--- config.mk ---
export PLATFORM = sky130hd
export DESIGN_NAME = alu_result_stage
export DESIGN_NICKNAME = d
export VERILOG_FILES = /design/src/rtl/alu_result_stage.sv
export SDC_FILE = /design/constraint.sdc
export NUM_CORES = 1
export LEC_CHECK = 0
export ABC_CLOCK_PERIOD_IN_PS = 1700
export CORE_MARGIN = 2
export CORE_UTILIZATION = 30
export CTS_CLUSTER_DIAMETER = 150
export DETAILED_ROUTE_END_ITERATION = 8
export GPL_TIMING_DRIVEN = 1
export HOLD_SLACK_MARGIN = 0.03
export PLACE_DENSITY = 0.51
export SYNTH_ARGS = -nofsm -noshare
export SYNTH_HDL_FRONTEND = slang
export SYNTH_SLANG_ARGS = --single-unit
--- constraint.sdc ---
create_clock -name clk -period 1.7 [get_ports clk]
set_input_delay 0.17 -clock clk [delete_from_list [all_inputs] [get_ports clk]]
set_output_delay 0.17 -clock clk [all_outputs]
set_load 0.1 [all_outputs]
--- src/rtl/alu_result_stage.sv ---
// Result stage behind the 16-bit ALU: 2-entry skid buffer feeding writeback,
// plus architectural flags, sticky overflow and retired-result counter.
`timescale 1ns/1ps
module alu_result_stage #(
  parameter int WIDTH = 16,
  parameter int OPW   = 3,
  parameter int TAGW  = 4
) (
  input  logic             clk,
  input  logic             rst_n,
  input  logic             in_valid,
  output logic             in_ready,
  input  logic [WIDTH-1:0] in_r,
  input  logic             in_zero,
  input  logic             in_ovfl,
  input  logic [OPW-1:0]   in_op,
  input  logic [TAGW-1:0]  in_dest,
  output logic             out_valid,
  input  logic             out_ready,
  output logic [WIDTH-1:0] out_r,
  output logic             out_zero,
  output logic             out_ovfl,
  output logic [TAGW-1:0]  out_dest,
  output logic             flag_z,
  output logic             flag_n,
  output logic             flag_v,
  output logic             ovfl_sticky,
  input  logic             clr_sticky,
  output logic [15:0]      retired_cnt
);

  localparam int EW = WIDTH + 2 + OPW + TAGW;
  localparam logic [OPW-1:0] OP_ADD = OPW'(3);
  localparam logic [OPW-1:0] OP_SUB = OPW'(4);

  // e0 is always the head slot; e1 only holds data when two entries are queued
  logic [EW-1:0]    e0_q, e0_d, e1_q, e1_d, in_entry;
  logic [1:0]       cnt_q, cnt_d;
  logic             rdy_q, rdy_d;
  logic             fz_q, fz_d, fn_q, fn_d, fv_q, fv_d, stk_q, stk_d;
  logic [15:0]      ret_q, ret_d;
  logic [OPW-1:0]   head_op;
  logic             push, pop, is_addsub;

  assign in_entry  = {in_r, in_zero, in_ovfl, in_op, in_dest};
  assign out_r     = e0_q[EW-1 -: WIDTH];
  assign out_zero  = e0_q[OPW+TAGW+1];
  assign out_ovfl  = e0_q[OPW+TAGW];
  assign head_op   = e0_q[TAGW +: OPW];
  assign out_dest  = e0_q[TAGW-1:0];

  assign out_valid = (cnt_q != 2'd0);
  assign in_ready  = rdy_q;
  assign push      = in_valid & rdy_q;
  assign pop       = out_valid & out_ready;
  assign is_addsub = (head_op == OP_ADD) || (head_op == OP_SUB);

  always_comb begin
    e0_d  = e0_q;
    e1_d  = e1_q;
    cnt_d = cnt_q;
    case (cnt_q)
      2'd0: begin
        if (push) begin
          e0_d  = in_entry;
          cnt_d = 2'd1;
        end
      end
      2'd1: begin
        if (push && pop) begin
          e0_d = in_entry;
        end else if (push) begin
          e1_d  = in_entry;
          cnt_d = 2'd2;
        end else if (pop) begin
          cnt_d = 2'd0;
        end
      end
      default: begin
        if (pop) begin
          e0_d  = e1_q;
          cnt_d = 2'd1;
        end
      end
    endcase
    rdy_d = (cnt_d != 2'd2);
  end

  always_comb begin
    fz_d  = fz_q;
    fn_d  = fn_q;
    fv_d  = fv_q;
    ret_d = ret_q;
    stk_d = stk_q;
    if (clr_sticky) stk_d = 1'b0;
    if (pop) begin
      fz_d  = out_zero;
      fn_d  = out_r[WIDTH-1];
      fv_d  = is_addsub & out_ovfl;
      ret_d = ret_q + 16'd1;
      // a setting retire beats a same-cycle clear
      if (is_addsub && out_ovfl) stk_d = 1'b1;
    end
  end

  always_ff @(posedge clk or negedge rst_n) begin
    if (!rst_n) begin
      e0_q  <= '0;
      e1_q  <= '0;
      cnt_q <= 2'd0;
      rdy_q <= 1'b1;
      fz_q  <= 1'b0;
      fn_q  <= 1'b0;
      fv_q  <= 1'b0;
      stk_q <= 1'b0;
      ret_q <= 16'd0;
    end else begin
      e0_q  <= e0_d;
      e1_q  <= e1_d;
      cnt_q <= cnt_d;
      rdy_q <= rdy_d;
      fz_q  <= fz_d;
      fn_q  <= fn_d;
      fv_q  <= fv_d;
      stk_q <= stk_d;
      ret_q <= ret_d;
    end
  end

  assign flag_z      = fz_q;
  assign flag_n      = fn_q;
  assign flag_v      = fv_q;
  assign ovfl_sticky = stk_q;
  assign retired_cnt = ret_q;

endmodule
# Word level (Yosys, flattened, before mapping)

Index checks and enable logic that the tools add are counted.

Add/subtract/negate cells: 1
Equal/unequal tests: 6
Mux-type cells: 13
Bitwise logic cells: 4
Reduce and logical (&&, ||, !) cells: 8

Operators by type and width:

| cell                                                 | number |
|---|---|
| two-way mux 25 bit                                   | 3 |
| case mux 25 bit (2 select lines)                     | 1 |
| adder 16 x 1 -> 16 bit (second input constant)       | 1 |
| two-way mux 2 bit                                    | 5 |
| != test 2 bit (second input constant)                | 3 |
| AND reduction 3 bit                                  | 2 |
| case mux 2 bit (2 select lines)                      | 1 |
| AND 1 bit                                            | 3 |
| equality test 3 x 2 -> 1 bit (second input constant) | 1 |
| equality test 3 bit (second input constant)          | 1 |
| two-way mux 1 bit                                    | 3 |
| nonzero test 3 bit                                   | 1 |
| equality test 2 x 1 -> 1 bit (second input constant) | 1 |
| logical AND 1 bit                                    | 2 |
| zero test 2 bit                                      | 1 |
| nonzero test 2 bit                                   | 1 |
| logical OR 1 bit                                     | 1 |
| inverter 1 bit                                       | 1 |

Flip-flop bits (word level): 73
Bits of input ports: 30
Output and inout port bits: 44
Word-level logic and storage cells: 41

# Logic depth before layout (Yosys ltp)

Depth after elaboration: 7
Gate-level depth with buffers: 5
Gate-level depth less buffers: 5

# Worst setup path after synthesis

Ideal clock, no wire load.

Kind: reg2reg
Start point: register ret_q[0], in the netlist retired_cnt[0]
End point: register ret_q[10], in the netlist retired_cnt[10]
Setup time: 0.162 ns
Arrival: 1.953 ns
Data required time: 1.538 ns
Slack: -0.416 ns
Cell stages (with the launch flop): 6
Cells stage by stage: dfrtp_1 > ha_1 > nand3_1 > or3_1 > nor2_1 > xor2_1

Word-level cells in the longest chain between the ends: 1

Ends and longest elaborated chain:

| what                     | line | RTL |
|---|---|---|
| start: declaration       | 41   | `logic [15:0] ret_q, ret_d;` |
| start signal: assignment | 126  | `ret_q <= ret_d;` |
| adder 16 x 1 -> 16 bit   | 100  | `ret_d = ret_q + 16'd1;` |

Every way passes these cells.
A chain may end at the register's enable or synchronous reset.

# Final worst setup path

Start point: register rdy_q, in the netlist in_ready
End point: register e1_q[5]

Word-level cells in the longest chain between the ends: 4

Ends and longest elaborated chain:

| what                                   | line | RTL |
|---|---|---|
| start: declaration                     | 39   | `logic rdy_q, rdy_d;` |
| start signal: assignment               | 121  | `rdy_q <= rdy_d;` |
| AND 1 bit *                            | 54   | `assign push = in_valid & rdy_q;` |
| logical AND 1 bit                      | 70   | `if (push && pop) begin` |
| inverter 1 bit (no source line)        | --   |  |
| AND reduction 3 bit (no source line) * | --   |  |
| end signal: assignment                 | 109  | `e1_q <= '0;` |
| end signal: assignment                 | 119  | `e1_q <= e1_d;` |
| end: declaration                       | 37   | `logic [EW-1:0] e0_q, e0_d, e1_q, e1_d, in_entry;` |

Every way passes the cells marked *; elsewhere a longest branch is shown, timed or not.

==> impl_metrics.yaml <==
outcome:
  outcome: "complete, no violations"
floorplanning:
  fp.coreArea_um2: 10800
  dieArea_um2: 11900
  rows: 38
  ios: 74
  fp.dieW_um: 109
  fp.dieH_um: 109
  start_util_pct: 30.7
global_route:
  grt-ovfl-total: 0
  grt_usage_pct: 11.8
  antenna_found_initial: 0
  grt_start_max_net_pins: 74
  grt_pass1_wl_mm: 10.7
  first_global_vias: 2121
yosys:
  ys_ff_latch: 73
  synthCells: 280
  yosys.area.top_type: "dfrtp_1"
  synth_cell_types: 33
  synthFlopType: "dfrtp_1"
  synth_top_area_share_pct: 54.3
  synth_commonest_cells: "dfrtp_1 (72), nand2_1 (45), o21ai_0 (26)"
  yosysMostFrequentCell: "dfrtp_1"
  synth_area_um2: 3320
  synth_edf_count: 0
  synth-async-reset-ratio_pct: 100
  yosys-top-cells-area: "dfrtp_1 (54%), mux2_4 (9.1%), mux2i_1 (7.5%)"
  synth_area_per_cell_um2: 11.8
  synth-seq-area-share_pct: 55.1
  synth_fp_nets: 311
  synth-warning-count: 0
drt:
  wl_met3_um: 444
  drt_iter0_drc: 48
  antenna_left: 0
  drc: 0
  drt_pass1_iterations: 3
  met2_length_mm: 3.03
  via_per_inst: 4.40
  wirelength_mm: 6.79
  vias: 2168
  wl_met1_mm: 3.24
  post_drt_wl_per_cell_um: 13.8
  top_layer: "met4"
cells_and_area:
  syn_to_final_growth_pct: 41.2
  fin_nets: 379
  finalInstanceArea_um2: 4680
  final_cells: 493
  n_antenna_cell: 0
  drive_above_1_share_pct: 34.0
  num-fill-cells: 1008
timing:
  final.setup.worst_slack_ns: 0.0198
  rsz0062_at_grt: "yes"
  hold_viol_final: 0
  tightest_slew_ns: 0.460
  skew_ns: 0.0102
  max_freq_ghz: 0.595
  slew_viol_final: 0
  period_share_pct: 98.8
  relSlewSlack_pct: 69.1
  setup-violations-final: 0
  period_needed_ns: 1.68
power:
  p_per_area_nw_per_um2: 2040
  irDropWorstVdd_v: 0.00131
  p_leak_uw: 0.00205
hold_path:
  worstHoldPathType: "in -> reg"
critical_path:
  worstPathMaxFanout: 6
  cp.required_ns: 1.93
  arrival_ns: 1.91
  start_kind: "flop"
  end_kind: "flop"
  reg2reg_slack_ns: 0.02
  critPathKind: "reg -> reg"
clock_network:
  worstSkewPairLatency_ns: 0.34
  clkTransAtPathRegs_ns: 0.08
  numCtsBuffers: 9
  clockBufferDepth: 2
  cts_root_buf: "clkbuf_8"
  cts_tree: "done"
  cts-htree-levels: 3
  cts.sinks: 73
flow_run:
  cap_violations: 0
placement:
  pre_cts_ws_ns: -0.0758
  hpwl_mm: 4.58
  gp_congestion: 0.765
  dpl_cell_area_um2: 4340
  dpl.cell_count: 473
  port_buffers: 73
worst max-delay path, cell delays in order (launching register included):
cell       delay, ns
dfstp_4         0.61
and4b_1         0.22
nor2b_4         0.17
buf_12          0.13
clkbuf_16       0.15
mux2_4          0.30
flip-flops by register name, indices dropped and copies added, names as in the netlist:
| register | cells |
|---|---|
| ovfl_sticky | 1 |
| cnt_q | 2 |
| flag_z | 1 |
| e1_q | 25 |
| in_ready | 1 |
| e0_q | 25 |
| flag_n | 1 |
| flag_v | 1 |
| retired_cnt | 16 |
path summary, 6_finish.rpt:
| kind | depth (start not counted) | from | to |
|---|---|---|---|
| max in group asynchronous | 3 | rst_n | in_ready |
| hold / removal | 2 | clr_sticky | ovfl_sticky |
| setup reg to reg | 5 | in_ready | e1_q[5] |
| min in group asynchronous | 3 | rst_n | retired_cnt[10] |
| hold reg to reg | 1 | retired_cnt[15] | retired_cnt[15] |
| setup / recovery | 5 | in_ready | e1_q[5] |
per-stage QoR:
stage / hold WS (ns) / TNS, ns / util (%) / power (uW)
3_5_place_dp: 0.224 / -1.19 / 40.2 / 7900
4_1_cts: 0.365 / 0 / 42.5 / 9600
6_report: 0.377 / 0 / 43.4 / 9570
2_1_floorplan: -0.126 / -3.48 / - / 6760
5_1_grt: 0.378 / -0.150 / 43.4 / 10000
3_3_place_gp: 0.224 / -1.37 / 40.2 / 7850
report_power, final:
part	internal [uW]	switching, uW	leakage [uW]
sequential	2450	546	0.000881
combinational	1670	3270	0.00105
clock	983	663	0.000121
total	5090	4480	0.00205
cell type report:
| cell class | count | area (um2) | area share, % |
|---|---|---|---|
| clock buffer | 10 | 128 | 2.73 |
| clock inverter | 6 | 116 | 2.49 |
| inverter | 3 | 11.3 | 0.241 |
| multi-input combinational | 172 | 1280 | 27.4 |
| sequential | 73 | 1860 | 39.6 |
| tap | 140 | 175 | 3.74 |
| timing repair buffer | 89 | 1110 | 23.8 |
placed cells by master, fill, tap and decap left out:
cell type and n:
dfrtp_1 57, nand2_1 45, buf_4 31, clkdlybuf4s50_1 28, buf_12 27, o21ai_0 26
mux2_4 25, mux2i_1 25, dfrtp_2 13, xnor2_1 12, clkbuf_8 9, nor2_1 5
nand4_1 5, nand3_1 4, a21oi_1 3, inv_1 3, nand2b_1 3, xor2_1 3
clkinv_4 3, bufinv_16 3, or2_2 2, nor3_1 2, clkbuf_16 2, dfrtp_4 2
and4b_1 1, o22a_1 1, a31oi_1 1, o22ai_1 1, and2_1 1, nor2b_4 1
a21o_1 1, o21ai_2 1, nor4_1 1, and3_1 1, or3_1 1, ha_1 1
clkbuf_1 1, dlygate4sd3_1 1, dfstp_4 1
metal layers:
| metal | GRT usage, % | vias up |
|---|---|---|
| li1 | - | 1062 |
| met1 | 16.1 | 1039 |
| met2 | 17.1 | 59 |
| met3 | 4.24 | 8 |
| met4 | 4.12 | 0 |
| met5 | 0 | - |
cells by family after synthesis:
logic type | after synthesis | synth area share, %
AO/OA/AOI/OAI | 34 | 5.51
XOR/XNOR | 15 | 3.96
adder cells (fa/ha/maj) | 1 | 0.377
AND/OR/NAND/NOR | 72 | 9.70
flip-flops | 73 | 55.1
multiplexers | 50 | 18.3
buffers and inverters | 35 | 7.02
timing repair:
action                                 in CTS  in global routing
buffers inserted                            0                  1
hold buffers                                1                  0
gates resized for setup                     0                  5
setup endpoints to repair                   0                  4
endpoints found under the hold margin      72                  0
No activity file was read; power rests on OpenSTA's default activity.
